--- config.mk ---
export PLATFORM = sky130hd
export DESIGN_NAME = alu_issue_sequencer
export DESIGN_NICKNAME = d
export VERILOG_FILES = /design/src/rtl/alu_issue_sequencer_pkg.sv /design/src/rtl/alu_issue_sequencer_regfile16x4.sv /design/src/rtl/alu_issue_sequencer.sv
export SDC_FILE = /design/constraint.sdc
export NUM_CORES = 1
export LEC_CHECK = 0
export ABC_AREA = 1
export CORE_UTILIZATION = 45
export CTS_CLUSTER_SIZE = 8
export DETAILED_ROUTE_END_ITERATION = 6
export PLACE_DENSITY = 0.66
export SLEW_MARGIN = 0
export SYNTH_ARGS = -nofsm -noshare
export SYNTH_HDL_FRONTEND = slang
export SYNTH_SLANG_ARGS = --single-unit
--- constraint.sdc ---
create_clock -name clk -period 3.1 [get_ports clk]
set_input_delay 0.31 -clock clk [delete_from_list [all_inputs] [get_ports clk]]
set_output_delay 0.31 -clock clk [all_outputs]
set_load 0.005 [all_outputs]
--- src/rtl/alu_issue_sequencer_pkg.sv ---
// Shared constants and FSM state type for the ALU issue sequencer.
package alu_issue_sequencer_pkg;

  localparam logic [3:0] OP_NOP  = 4'd0;
  localparam logic [3:0] OP_ADDI = 4'd1;

  localparam logic [3:0] REQ_REGNUM = 4'b0011;
  localparam logic [3:0] REQ_VALUE  = 4'b0001;

  typedef enum logic [1:0] {
    S_IDLE = 2'd0,
    S_EXEC = 2'd1,
    S_WB   = 2'd2
  } state_t;

endpackage

--- src/rtl/alu_issue_sequencer_regfile16x4.sv ---
// 16x4 register file: one synchronous write port, two combinational read
// ports (operand and debug). r0 is hardwired to zero.
module regfile16x4 (
  input  logic       clk,
  input  logic       rst,
  input  logic       we,
  input  logic [3:0] waddr,
  input  logic [3:0] wdata,
  input  logic [3:0] raddr,
  output logic [3:0] rdata,
  input  logic [3:0] daddr,
  output logic [3:0] ddata
);

  logic [3:0] mem [16];

  // Write port; writes to r0 are discarded.
  always_ff @(posedge clk or posedge rst) begin
    if (rst) begin
      for (int unsigned i = 0; i < 16; i++) mem[i] <= '0;
    end else if (we && (waddr != 4'd0)) begin
      mem[waddr] <= wdata;
    end
  end

  // Combinational read ports with r0 forced to zero.
  always_comb begin
    rdata = (raddr == 4'd0) ? 4'd0 : mem[raddr];
    ddata = (daddr == 4'd0) ? 4'd0 : mem[daddr];
  end

endmodule

--- src/rtl/alu_issue_sequencer.sv ---
// Issue stage for the 4-bit ALU execution unit: accepts host instructions,
// drives the unit, answers its operand bus requests and writes back results.
module alu_issue_sequencer
  import alu_issue_sequencer_pkg::*;
#(
  parameter int unsigned TIMEOUT_CYC = 12
) (
  input  logic       clk,
  input  logic       rst,
  input  logic       instr_valid,
  output logic       instr_ready,
  input  logic [3:0] instr_op,
  input  logic [3:0] instr_imm,
  input  logic [3:0] instr_rs,
  input  logic [3:0] instr_rd,
  output logic [3:0] ex_opcode,
  output logic [3:0] ex_imm,
  input  logic [3:0] ex_bus_req,
  output logic [3:0] ex_operand,
  output logic       ex_operand_oe,
  input  logic [3:0] ex_result,
  input  logic       ex_done,
  input  logic       ex_carry,
  input  logic [3:0] dbg_addr,
  output logic [3:0] dbg_data,
  output logic       carry_flag,
  output logic       busy,
  output logic       illegal,
  output logic       timeout
);

  localparam logic [3:0] TO_LAST = 4'(TIMEOUT_CYC - 1);

  state_t     state, state_nxt;
  logic [3:0] imm_q, rs_q, rd_q, opnd_q, res_q, cnt_q;
  logic       res_carry_q, carry_flag_q, done_q, illegal_q, timeout_q;
  logic       done_rise, ld, ill_set, to_set, wb_en;
  logic [3:0] rf_opnd;

  assign done_rise = ex_done && !done_q;

  regfile16x4 u_rf (
    .clk   (clk),
    .rst   (rst),
    .we    (wb_en),
    .waddr (rd_q),
    .wdata (res_q),
    .raddr (instr_rs),
    .rdata (rf_opnd),
    .daddr (dbg_addr),
    .ddata (dbg_data)
  );

  // State register.
  always_ff @(posedge clk or posedge rst) begin
    if (rst) state <= S_IDLE;
    else     state <= state_nxt;
  end

  // Next-state decode and unit control; done_rise suppresses the opcode in the
  // same cycle so the unit does not restart.
  always_comb begin
    state_nxt = state;
    ld        = 1'b0;
    ill_set   = 1'b0;
    to_set    = 1'b0;
    wb_en     = 1'b0;
    ex_opcode = OP_NOP;
    unique case (state)
      S_IDLE: begin
        if (instr_valid) begin
          if (instr_op == OP_ADDI) begin
            ld        = 1'b1;
            state_nxt = S_EXEC;
          end else if (instr_op != OP_NOP) begin
            ill_set = 1'b1;
          end
        end
      end
      S_EXEC: begin
        if (done_rise) begin
          state_nxt = S_WB;
        end else begin
          ex_opcode = OP_ADDI;
          if (cnt_q == TO_LAST) begin
            to_set    = 1'b1;
            state_nxt = S_IDLE;
          end
        end
      end
      S_WB: begin
        wb_en     = 1'b1;
        state_nxt = S_IDLE;
      end
      default: state_nxt = S_IDLE;
    endcase
  end

  // Operand bus answer, only while executing.
  always_comb begin
    ex_operand    = '0;
    ex_operand_oe = 1'b0;
    if (state == S_EXEC) begin
      if (ex_bus_req == REQ_REGNUM) begin
        ex_operand    = rs_q;
        ex_operand_oe = 1'b1;
      end else if (ex_bus_req == REQ_VALUE) begin
        ex_operand    = opnd_q;
        ex_operand_oe = 1'b1;
      end
    end
  end

  // Instruction latches, timeout counter, result capture and status pulses.
  always_ff @(posedge clk or posedge rst) begin
    if (rst) begin
      imm_q        <= '0;
      rs_q         <= '0;
      rd_q         <= '0;
      opnd_q       <= '0;
      res_q        <= '0;
      cnt_q        <= '0;
      res_carry_q  <= 1'b0;
      carry_flag_q <= 1'b0;
      done_q       <= 1'b0;
      illegal_q    <= 1'b0;
      timeout_q    <= 1'b0;
    end else begin
      done_q    <= ex_done;
      illegal_q <= ill_set;
      timeout_q <= to_set;
      if (ld) begin
        imm_q  <= instr_imm;
        rs_q   <= instr_rs;
        rd_q   <= instr_rd;
        opnd_q <= rf_opnd;
        cnt_q  <= '0;
      end else if (state == S_EXEC) begin
        cnt_q <= cnt_q + 4'd1;
      end
      if ((state == S_EXEC) && done_rise) begin
        res_q       <= ex_result;
        res_carry_q <= ex_carry;
      end
      if (wb_en) carry_flag_q <= res_carry_q;
    end
  end

  assign instr_ready = (state == S_IDLE);
  assign busy        = (state != S_IDLE);
  assign ex_imm      = imm_q;
  assign carry_flag  = carry_flag_q;
  assign illegal     = illegal_q;
  assign timeout     = timeout_q;

endmodule

-- Word-level counts from Yosys, hierarchy flattened
Cells that the tools add are included.
- flip-flop bits (word level): 95
- input bits: 33
- output and inout bits: 22
- word-level logic and storage cells: 95
- $add $sub $neg: 1
- magnitude comparators: 4
- eq/ne operators: 9
- mux-type cells: 37
- bitwise operators: 3
- reduce and logical (&&, ||, !) cells: 13
- operators by type and width (cell ; count):
    64-bit bitwise mux ; 1
    4-bit two-way mux ; 12
    4-bit binary-select mux with 4-bit select ; 2
    4-bit demux with 4-bit select ; 1
    1-bit two-way mux ; 16
    5-bit greater-or-equal comparator, second input constant ; 3
    4-bit inverter with 5-bit output ; 3
    4-bit by 1-bit == test with 1-bit output, second input constant ; 2
    4-bit logical NOT ; 2
    2-bit two-way mux ; 4
    4-bit nonzero test ; 2
    5-bit by 1-bit less-than comparator with 1-bit output, second input constant ; 1
    4-bit by 1-bit adder with 4-bit output, second input constant ; 1
    4-bit by 2-bit == test with 1-bit output, second input constant ; 1
    4-bit == test, second input constant ; 1
    1-bit logical AND ; 4
    2-bit one-hot mux with 2 select lines ; 1
    2-bit nonzero test ; 2
    3-bit != test, second input constant ; 1
    3-bit AND reduction ; 1
    2-bit by 1-bit == test with 1-bit output, second input constant ; 1
    2-bit == test, second input constant ; 1
    2-bit logical NOT ; 1
    2-bit by 1-bit != test with 1-bit output, second input constant ; 1
    other kinds (2) ; 2

-- Longest topological paths before layout
Gate-level depths: netlist (run 1).
- depth in word-level cells: 6
- depth in mapped cells: 11
- mapped depth without buffers: 10

-- Modules after synthesis
A second synthesis (run 1) with hierarchy kept.
- cell total of the unflattened synthesis: 769
- area total of the unflattened synthesis: 5417.7 um^2
- by module, submodules not included (module ; instances ; cells an instance ; area an instance (um^2) ; seq. area each (um^2)):
    regfile16x4 ; 1 ; 597 ; 3940.0 ; 1601.5
    alu_issue_sequencer ; 1 ; 172 ; 1477.7 ; 775.7

-- Worst setup path after synthesis (run 1)
No wires, ideal clock.
- path kind: input port to output port
- start: in dbg_addr[0]
- end: out dbg_data[0]
- arrival: 1178 ps
- data required time: 2790 ps
- setup slack: 1612 ps
- stages on the path: 4
- buffers on the path: 2
- cells stage by stage: buf_2 > buf_2 > nor4_1 > a21oi_1
- longest elaborated chain between the ends: 5
- elaborated cells between the ends (all ways): 6
- classes of those cells: 4 x mux; 1 x bitwise; 1 x reduce/logical
- ends and longest elaborated chain (item ; line ; RTL):
    start: declaration ; alu_issue_sequencer.sv:24 ; input logic [3:0] dbg_addr,
    4-bit inverter with 5-bit output (implied by the code) ; alu_issue_sequencer_regfile16x4.sv:29 ; ddata = (daddr == 4'd0) ? 4'd0 : mem[daddr];
    4-bit binary-select mux with 4-bit select ; alu_issue_sequencer_regfile16x4.sv:29 ;
    4-bit two-way mux (implied by the code) (2 in series) ; alu_issue_sequencer_regfile16x4.sv:29 ;
    4-bit two-way mux (*) ; alu_issue_sequencer_regfile16x4.sv:29 ;
    end: declaration ; alu_issue_sequencer.sv:25 ; output logic [3:0] dbg_data,
Every way passes the cells marked *; elsewhere a longest branch is shown, timed or not. The select of a mux whose other input is x is not followed.

-- Final worst setup path (run 1)
- start: in dbg_addr[1]
- end: out dbg_data[2]
The elaborated chain is that of the path after synthesis.

==> impl_metrics.json, run 1 <==
{
  "min_path_type": "flip-flop to flip-flop",
  "ctsHoldBuffers": 0,
  "fin_skew_ns": 0.00656,
  "first_iter_violations": 380,
  "finalSetupViolations": 0,
  "core_um2": 11000,
  "drt-met1-wl_um": 6270,
  "synth_cells": 733,
  "switchingPower_mw": 1.15,
  "cp_top_family": "buffers and inverters",
  "post_drt_via_cell_ratio": 5.26,
  "cts_setup_buffers": 0,
  "rows": 38,
  "clk_pin_slew_worst_paths_ns": 0.06,
  "critical_path_class": "primary input to output pin",
  "path_cells": "clkdlybuf4s50_1, inv_1, o211ai_1, nand3_1, nand3_1, a21oi_1, clkdlybuf4s50_1",
  "cellPowerDensity_nw_per_um2": 602,
  "routabilityCongestion": 0.950,
  "finalHoldWorstSlack_ns": 0.380,
  "via_count": 4807,
  "dp_hpwl_um": 9820,
  "dr.pass1.iters": 4,
  "nets": 803,
  "tns_ns": 0,
  "tightest_slew_ns": 0.924,
  "period_share_pct": 86.0,
  "fin_cells": 914,
  "highest_layer": "met4",
  "drive_gt1_share_pct": 4.39,
  "synthArstFlopShare_pct": 100,
  "h-tree-depth": 3,
  "ys_seq_area_share_pct": 46.4,
  "ys_ff_latch": 95,
  "synth_most_common_cell": "nand2_1",
  "p_comb_share_pct": 22.7,
  "synth_area_per_cell_um2": 6.99,
  "dp.cells": 898,
  "overflow": 0,
  "hold_viol_final": 0,
  "num_io_pins": 55,
  "yosysTopAreaCell": "dfrtp_1",
  "maxClockFrequency_mhz": 375,
  "final_max_slew_viol_count": 0,
  "report.power.total_mw": 3.65,
  "rsz0062_at_grt": "false",
  "crit_buf_inv": 3,
  "clkPwrFrac_pct": 34.6,
  "dieWidth_um": 109,
  "dieArea_um2": 11800,
  "wl_met2_um": 6040,
  "clock-root-buffer": "clkbuf_16",
  "yosysWarnings": 0,
  "cts.sinks": 95,
  "maxCapViolations": 0,
  "start_util_pct": 46.6,
  "ys.flop_type": "dfrtp_1",
  "die_height_um": 109,
  "routed_wl_um": 13600,
  "critPathCaptureType": "output pin",
  "period_needed_ns": 2.67,
  "intPower_mw": 2.50,
  "cpPeakStageDelay_ns": 0.61,
  "cts_resized": 0,
  "drt-wirelength-per-cell_um": 14.9,
  "netlist_top_cells_area": "dfrtp_1 46%, nand2_1 21%, nand3_1 7.3%",
  "cts_buffer_depth": 2,
  "grt_pass1_wl_um": 22200,
  "critPathMaxFanout": 12,
  "crit_slowest_cell": "clkdlybuf4s50_1",
  "numCtsBuffers": 9,
  "seqPwrFrac_pct": 42.7,
  "portBuffers": 51,
  "slew_headroom_pct": 38.3,
  "grt_pass1_vias": 4534,
  "grt_max_degree": 96,
  "antenna_found_initial": 0,
  "yosysTopAreaCellShare_pct": 46.4,
  "wl_met3_um": 827,
  "grt.total_usage_pct": 25.1,
  "outcome": "finished, final reports clean",
  "crit_path_start_kind": "primary input",
  "netlist_top_cells_count": "280 x nand2_1, 95 x dfrtp_1, 95 x inv_1",
  "fin_util_pct": 55.1,
  "ys_types": 24,
  "vdd_drop_max_v": 0.000498,
  "synth_area_um2": 5120,
  "areaGrowthSynthToFinish_pct": 18.2,
  "cts_tree": "built",
  "p_leak_nw": 3.00,
  "cp.required_ns": 2.79,
  "synth-edff-count": 0,
  "drtAntennaViolNets": 0,
  "n_antenna_cell": 0,
  "post-route-drc-count": 0,
  "p_sw_share_pct": 31.6,
  "clock_latency_ns": 0.35,
  "cp_data_arrival_time_ns": 2.36
}
## flip-flops by register name, summed over array words and instances, names as in the netlist
name         cells
u_rf.mem        64
cnt_q            4
ex_imm           4
opnd_q           4
rd_q             4
res_q            4
rs_q             4
state            2
carry_flag       1
done_q           1
illegal          1
res_carry_q      1
timeout          1
## power by group through the flow
stage / Clock [mW] / Sequential [mW] / Combinational [mW]
2_1_floorplan: 0 / 1.55 / 0.516
3_3_place_gp: 0 / 1.57 / 0.813
3_5_place_dp: 0 / 1.58 / 0.831
4_1_cts: 1.28 / 1.55 / 0.836
5_1_grt: 1.33 / 1.58 / 0.940
6_report: 1.26 / 1.56 / 0.830
## worst paths after layout
path	from	cells past startpoint	slack, ns	end
max	dbg_addr[1]	7	0.43	dbg_data[2]
min reg2reg	u_rf.mem[60]$_DFFE_PP0P_	0	0.38	u_rf.mem[60]$_DFFE_PP0P_
min in group asynchronous	rst	3	0.39	u_rf.mem[38]$_DFFE_PP0P_
max in group asynchronous	rst	3	2.33	u_rf.mem[25]$_DFFE_PP0P_
max reg2reg	state[0]$_DFFE_PP0P_	6	1.45	u_rf.mem[14]$_DFFE_PP0P_
min	u_rf.mem[60]$_DFFE_PP0P_	0	0.38	u_rf.mem[60]$_DFFE_PP0P_
## final cells by class
class	count	area, µm²
Timing Repair Buffer	57	568
Clock inverter	5	106
Fill cell	1044	4930
Multi-Input combinational cell	506	2220
Tap cell	140	175
Clock buffer	11	233
Sequential cell	95	2380
Inverter	100	377
## logic make-up after synthesis
kind of cell	Yosys count	synth area share, %
AOI/OAI and AO/OA	104	10.6
adders and majority gates	1	0.244
buffers and inverters	134	10.4
DFF	95	46.4
other	1	0.0732
and+or+nand+nor	398	32.3
## cell usage in the layout (no fill, tap or decap), types with 8 or more instances in the layout
master,synthesis,routed
nand2_1,280,280
dfrtp_1,95,95
inv_1,95,94
nand3_1,75,75
o21ai_0,62,62
clkdlybuf4s50_1,0,51
nor2_1,30,30
a21oi_1,18,18
o21ai_1,14,14
clkbuf_16,0,9
o211ai_1,8,8
## worst reg2reg max path: cells and delay by family (launching register included)
kind                   cells  cell delay, ns
AO/OA/AOI/OAI              1            0.08
AND/OR/NAND/NOR            4            0.90
buffers and inverters      1            0.13
flip-flops                 1            0.40
## through the flow
step | cell area, µm² | setup WS (ns)
6_report | 6050 | 0.433
5_1_grt | 6050 | 0.282
4_1_cts | 6050 | 0.455
3_5_place_dp | 5720 | 0.453
3_3_place_gp | 5720 | 0.499
2_1_floorplan | 5130 | 0.313
## layer usage
metal,GRT usage (%),vias up
li1,-,2349
met1,34.0,2246
met2,37.8,174
met3,4.36,38
met4,14.4,0
met5,0,-
Power figures use the tool's default switching activity.
==> run 2, diff against run 1 <==
Settings changed: SLEW_MARGIN 0 to 20, SYNTH_HIERARCHICAL set to 1.
==> run 2 against run 1 <==
The run now ends with design-rule violations left; via count grew 2.7%; sequential power down 4%; worst setup slack gained 0.098 ns; power shrank 9.1%; fmax up 3.8%; clock-buffer cell count unchanged; cell count increased by 3.9%; sequential share of layout area down 1.1 points.
==> impl_metrics.json, run 2 <==
{
  "grt_pass1_wl_um": 24000,
  "crit_start": "dbg_addr[2]",
  "synth_cells": 769,
  "largest_reg_flops": 64,
  "yosysTopAreaCell": "dfrtp_1",
  "first_iter_violations": 384,
  "hold_viol_final": 0,
  "grt.total_usage_pct": 24.8,
  "routabilityCongestion": 0.890,
  "critPathMaxFanout": 7,
  "areaGrowthSynthToFinish_pct": 15.1,
  "yosysWarnings": 6,
  "vdd_drop_max_v": 0.000379,
  "overflow": 0,
  "post_drt_via_cell_ratio": 5.20,
  "ys_ff_latch": 95,
  "cpPeakStageDelay_ns": 0.64,
  "path_cells": "clkdlybuf4s50_1, inv_1, nor2_1, nand2_1, nand2_1, inv_1, a21oi_1, clkdlybuf4s50_1",
  "final_common_cell": "nand2_1",
  "cts_resized": 0,
  "dpl_cell_area_um2": 5930,
  "drive_gt1_share_pct": 5.82,
  "synth_area_um2": 5420,
  "rows": 39,
  "synth_area_per_cell_um2": 7.05,
  "cp.required_ns": 2.79,
  "yosysTopAreaCellShare_pct": 43.9,
  "period_share_pct": 82.9,
  "netlist_top_cells_area": "dfrtp_1 44%, nand2_1 21%, nand3_1 10%",
  "synth_most_common_cell": "nand2_1",
  "synthArstFlopShare_pct": 100,
  "clock_latency_ns": 0.35,
  "netlist_top_cells_count": "306 x nand2_1, 109 x nand3_1, 99 x inv_1",
  "cellPowerDensity_nw_per_um2": 532,
  "cp_top_family": "buffers and inverters",
  "antenna_found_initial": 0,
  "routed_wl_um": 14800,
  "hp-start": "u_rf/mem[61]$_DFFE_PP0P_",
  "n_antenna_cell": 0,
  "dr.pass1.iters": 7,
  "drt-wirelength-per-cell_um": 15.5,
  "ys_types": 27,
  "ys_seq_area_share_pct": 43.9,
  "maxCapViolations": 0,
  "cts_buffer_depth": 2,
  "outcome": "finished, violations left",
  "ys.flop_type": "dfrtp_1",
  "cts.sinks": 95,
  "p_leak_nw": 3.17,
  "fill_cells": 1137,
  "numCtsBuffers": 9,
  "dieArea_um2": 12500,
  "top_register": "u_rf/mem",
  "post-route-drc-count": 2,
  "rr_startpoint": "state[0]$_DFFE_PP0P_",
  "tightest_slew_ns": 0.846,
  "fin_skew_ns": 0.00670,
  "portBuffers": 51,
  "maxClockFrequency_mhz": 389,
  "finalSetupViolations": 0,
  "multiInputGateArea_um2": 2420,
  "period_needed_ns": 2.57,
  "rsz0062_at_grt": "false",
  "core_um2": 11600,
  "num_io_pins": 55,
  "critical_path_class": "primary input to output pin",
  "critPathCaptureType": "output pin",
  "grt_max_degree": 65,
  "cp_data_arrival_time_ns": 2.26,
  "die_height_um": 112,
  "final_cell_mix": "306 x nand2_1, 109 x nand3_1, 98 x inv_1, 95 x dfrtp_1, 56 x o21ai_0",
  "start_util_pct": 46.8,
  "clk_pin_slew_worst_paths_ns": 0.07,
  "regArea_um2": 2380,
  "min_path_type": "flip-flop to flip-flop",
  "via_count": 4939,
  "h-tree-depth": 3,
  "ctsHoldBuffers": 0,
  "tns_ns": 0,
  "violations": "design-rule violations",
  "nets": 836,
  "cts_tree": "built",
  "grt_pass1_vias": 4711,
  "synth-edff-count": 0,
  "drtAntennaViolNets": 0,
  "cts_setup_buffers": 0,
  "crit_buf_inv": 4,
  "dp_hpwl_um": 10400,
  "final_max_slew_viol_count": 0,
  "dieWidth_um": 112,
  "crit_slowest_cell": "clkdlybuf4s50_1",
  "slew_headroom_pct": 43.6,
  "clock-root-buffer": "clkbuf_16",
  "crit_path_start_kind": "primary input",
  "post-route-cell-area_um2": 6230
}
==> run 2: changes by cell type in the layout (fill, tap and decap cells not counted), sizes merged, moves of 2 or more <==
cell    before  now
a21oi       18   12
bufinv       3    1
clkinv       3    1
inv         98  108
nand2      285  310
nand3       75  113
nand4        1    8
nor2        30   19
nor3         6    4
o211ai       8    0
o21ai       76   60
o22ai        2    0
==> run 2: final cells by class <==
class / count / area share, %
clock buffer: 11 / 3.89
clock inverter: 5 / 1.02
sequential: 95 / 38.1
multi-input combinational: 534 / 38.8
inverter: 105 / 6.32
tap: 143 / 2.87
timing repair buffer: 57 / 8.91
==> run 2: worst paths after layout <==
| kind | slack (ns) | to | cells past startpoint |
|---|---|---|---|
| setup / recovery | 0.53 | dbg_data[2] | 8 |
| hold / removal | 0.38 | u_rf/mem[61]$_DFFE_PP0P_ | 0 |
| setup reg to reg | 1.41 | u_rf/mem[9]$_DFFE_PP0P_ | 8 |
| hold reg to reg | 0.38 | u_rf/mem[61]$_DFFE_PP0P_ | 0 |
| max in group asynchronous | 1.96 | u_rf/mem[10]$_DFFE_PP0P_ | 3 |
| min in group asynchronous | 0.42 | done_q$_DFF_PP0_ | 3 |
==> run 2: per-layer routing <==
metal	GRT usage, %	wire (µm)	up-vias
met5	0	0	-
met4	7.57	278	0
met3	5.17	810	25
met2	39.7	6970	142
met1	33.8	6710	2315
li1	-	-	2457
==> run 2: power breakdown <==
part / switching, mW / internal (mW) / leakage, nW
Combinational: 0.441 / 0.227 / 1.72
Clock: 0.502 / 0.658 / 0.152
Sequential: 0.119 / 1.37 / 1.29
Total: 1.06 / 2.25 / 3.17
==> run 2: cells by family after synthesis <==
family,share of synthesized area [%]
AND/OR/NAND/NOR,37.4
flip-flops,43.9
other,0.0692
XOR/XNOR,0.162
AO/OA/AOI/OAI,6.65
buffers and inverters,11.6
adder cells (fa/ha/maj),0.231
==> run 2: worst register-to-register path, stage by stage, from the launching register on <==
cell and delay [ns]:
dfrtp_1 0.38, inv_2 0.11, nand2_1 0.08, inv_1 0.20, inv_1 0.15, nor3_4 0.18, nand2_1 0.26, nand2_1 0.12
o21ai_0 0.09
==> run 2: per-stage QoR <==
stage	std cells	worst slack [ns]	hold WS (ns)	utilization, %	power, mW
finish	950	0.531	0.381	53.9	3.32
CTS	950	0.529	0.386	53.9	3.35
detailed placement	934	0.539	0.368	51.2	2.18
global route	950	0.343	0.393	53.9	3.49
global placement	934	0.581	0.366	51.2	2.16
floorplan	771	1.19	0.341	-	1.90
==> run 3, diff against run 2 <==
Clock period 3.1 ns to 2.4 ns, I/O delays scaled along.
==> run 3 against run 2 <==
Cell count is 1.1% higher; the flow still finishes with violations (design-rule violations); largest power group unchanged; clock skew rose by 0.0028 ns; core utilization rose by 1.1 points.
==> impl_metrics.json, run 3 (synthesis gave the netlist of run 2 again) <==
{
  "outcome": "finished, violations left",
  "violations": "design-rule violations",
  "cp_data_arrival_time_ns": 1.99,
  "clk_pin_slew_worst_paths_ns": 0.07,
  "setup_ws_ns": 0.171,
  "fin_skew_ns": 0.00951,
  "dr.pass1.iters": 7,
  "fin_cells": 960,
  "clock-root-buffer": "clkbuf_16",
  "tightest_slew_ns": 0.636,
  "p_leak_nw": 3.24,
  "final_common_cell": "nand2_1",
  "finalHoldWorstSlack_ns": 0.209,
  "final_max_slew_viol_count": 0,
  "crit_path_start_kind": "primary input",
  "tns_ns": 0,
  "post_drt_via_cell_ratio": 5.14,
  "grt_pass1_vias": 4661,
  "clock_latency_ns": 0.34,
  "wl_met3_um": 760,
  "via_count": 4935,
  "period_share_pct": 92.9,
  "routed_wl_um": 14400,
  "h-tree-depth": 3,
  "routabilityCongestion": 0.853,
  "critPathMaxFanout": 4,
  "reg2reg_depth": 8,
  "grt.total_usage_pct": 24.2,
  "final_cell_mix": "306 x nand2_1, 109 x nand3_1, 98 x inv_1, 95 x dfrtp_1, 56 x o21ai_0",
  "post-route-cell-area_um2": 6360,
  "period_needed_ns": 2.23,
  "drtAntennaViolNets": 0,
  "drt-met1-wl_um": 6800,
  "dp_hpwl_um": 10500,
  "grt_max_degree": 49,
  "critical_path_class": "primary input to output pin",
  "top_register": "u_rf/mem",
  "wl_met2_um": 6600,
  "grt_pass1_wl_um": 23700,
  "critPathCaptureType": "output pin",
  "preCtsSetupSlack_ns": 0.0388,
  "dpl_cell_area_um2": 6010,
  "cp.required_ns": 2.16,
  "post-route-drc-count": 2,
  "highest_layer": "met4",
  "die_height_um": 112,
  "report.power.total_mw": 4.40,
  "num_io_pins": 55,
  "maxCapViolations": 0,
  "cts_tree": "built",
  "antenna_found_initial": 0,
  "cts.sinks": 95,
  "core_um2": 11600,
  "finalSetupViolations": 0,
  "rows": 39,
  "min_path_type": "primary input to asynchronous set/reset pin",
  "dieArea_um2": 12500,
  "portBuffers": 51,
  "cellPowerDensity_nw_per_um2": 691,
  "drt-wirelength-per-cell_um": 15.0,
  "start_util_pct": 46.8,
  "hold_viol_final": 0,
  "first_iter_violations": 537,
  "dp.cells": 944,
  "nets": 846,
  "vdd_drop_max_v": 0.000420,
  "maxClockFrequency_mhz": 449,
  "areaGrowthSynthToFinish_pct": 17.4,
  "cts_buffer_depth": 2,
  "n_antenna_cell": 0,
  "drive_gt1_share_pct": 6.98,
  "largest_reg_flops": 64,
  "rsz0062_at_grt": "false",
  "ctsHoldBuffers": 0,
  "slew_headroom_pct": 57.6,
  "dieWidth_um": 112,
  "fin_util_pct": 55.0,
  "numCtsBuffers": 9,
  "overflow": 0
}
==> run 3: changes by cell type in the layout (fill, tap and decap cells not counted), sizes merged <==
| cell | before | now |
|---|---|---|
| buf | 6 | 16 |
| bufinv | 1 | 2 |
| clkdlybuf4s50 | 51 | 50 |
| clkinv | 1 | 2 |
| clkinvlp | 0 | 1 |
| dlymetal6s2s | 0 | 1 |
| inv | 108 | 105 |
==> run 3: power by group <==
part | switching [mW] | total, mW | internal [mW]
clock network | 0.639 | 1.59 | 0.953
registers | 0.161 | 1.93 | 1.77
logic | 0.568 | 0.876 | 0.308
total | 1.37 | 4.40 | 3.03
==> run 3: worst max-delay path, stage by stage <==
cell and delay, ns:
clkdlybuf4s50_1 0.52, inv_1 0.07, nor2_1 0.24, nand2_1 0.09
nand2_1 0.07, inv_1 0.04, a21oi_1 0.18, clkdlybuf4s50_1 0.53
==> run 3: layout make-up <==
class / instances / area [µm²]
fill: 1114 / 5200
timing repair buffer: 67 / 649
sequential: 95 / 2380
multi-input combinational: 534 / 2420
clock buffer: 11 / 243
inverter: 105 / 399
clock inverter: 5 / 92.6
tap: 143 / 179
==> run 3: worst paths after layout <==
| kind | start | endpoint | slack (ns) |
|---|---|---|---|
| worst max-delay path | dbg_addr[2] | dbg_data[1] | 0.17 |
| worst min-delay path | rst | state[1]$_DFFE_PP0P_ | 0.21 |
| worst max register to register | state[0]$_DFFE_PP0P_ | u_rf/mem[4]$_DFFE_PP0P_ | 0.66 |
| worst min register to register | u_rf/mem[61]$_DFFE_PP0P_ | u_rf/mem[61]$_DFFE_PP0P_ | 0.38 |
| max in group asynchronous | rst | u_rf/mem[59]$_DFFE_PP0P_ | 1.57 |
| min in group clk | ex_done | done_q$_DFF_PP0_ | 0.36 |
==> run 3: what timing repair did <==
action	in CTS	in global routing
gates resized for setup	0	5
setup buffers	0	0
setup endpoints to repair	0	4
==> run 3: routing by layer <==
metal | global-route usage, % | vias to the layer above
met5 | 0 | -
met4 | 7.66 | 0
met3 | 3.76 | 16
met2 | 37.0 | 151
met1 | 35.1 | 2287
li1 | - | 2481
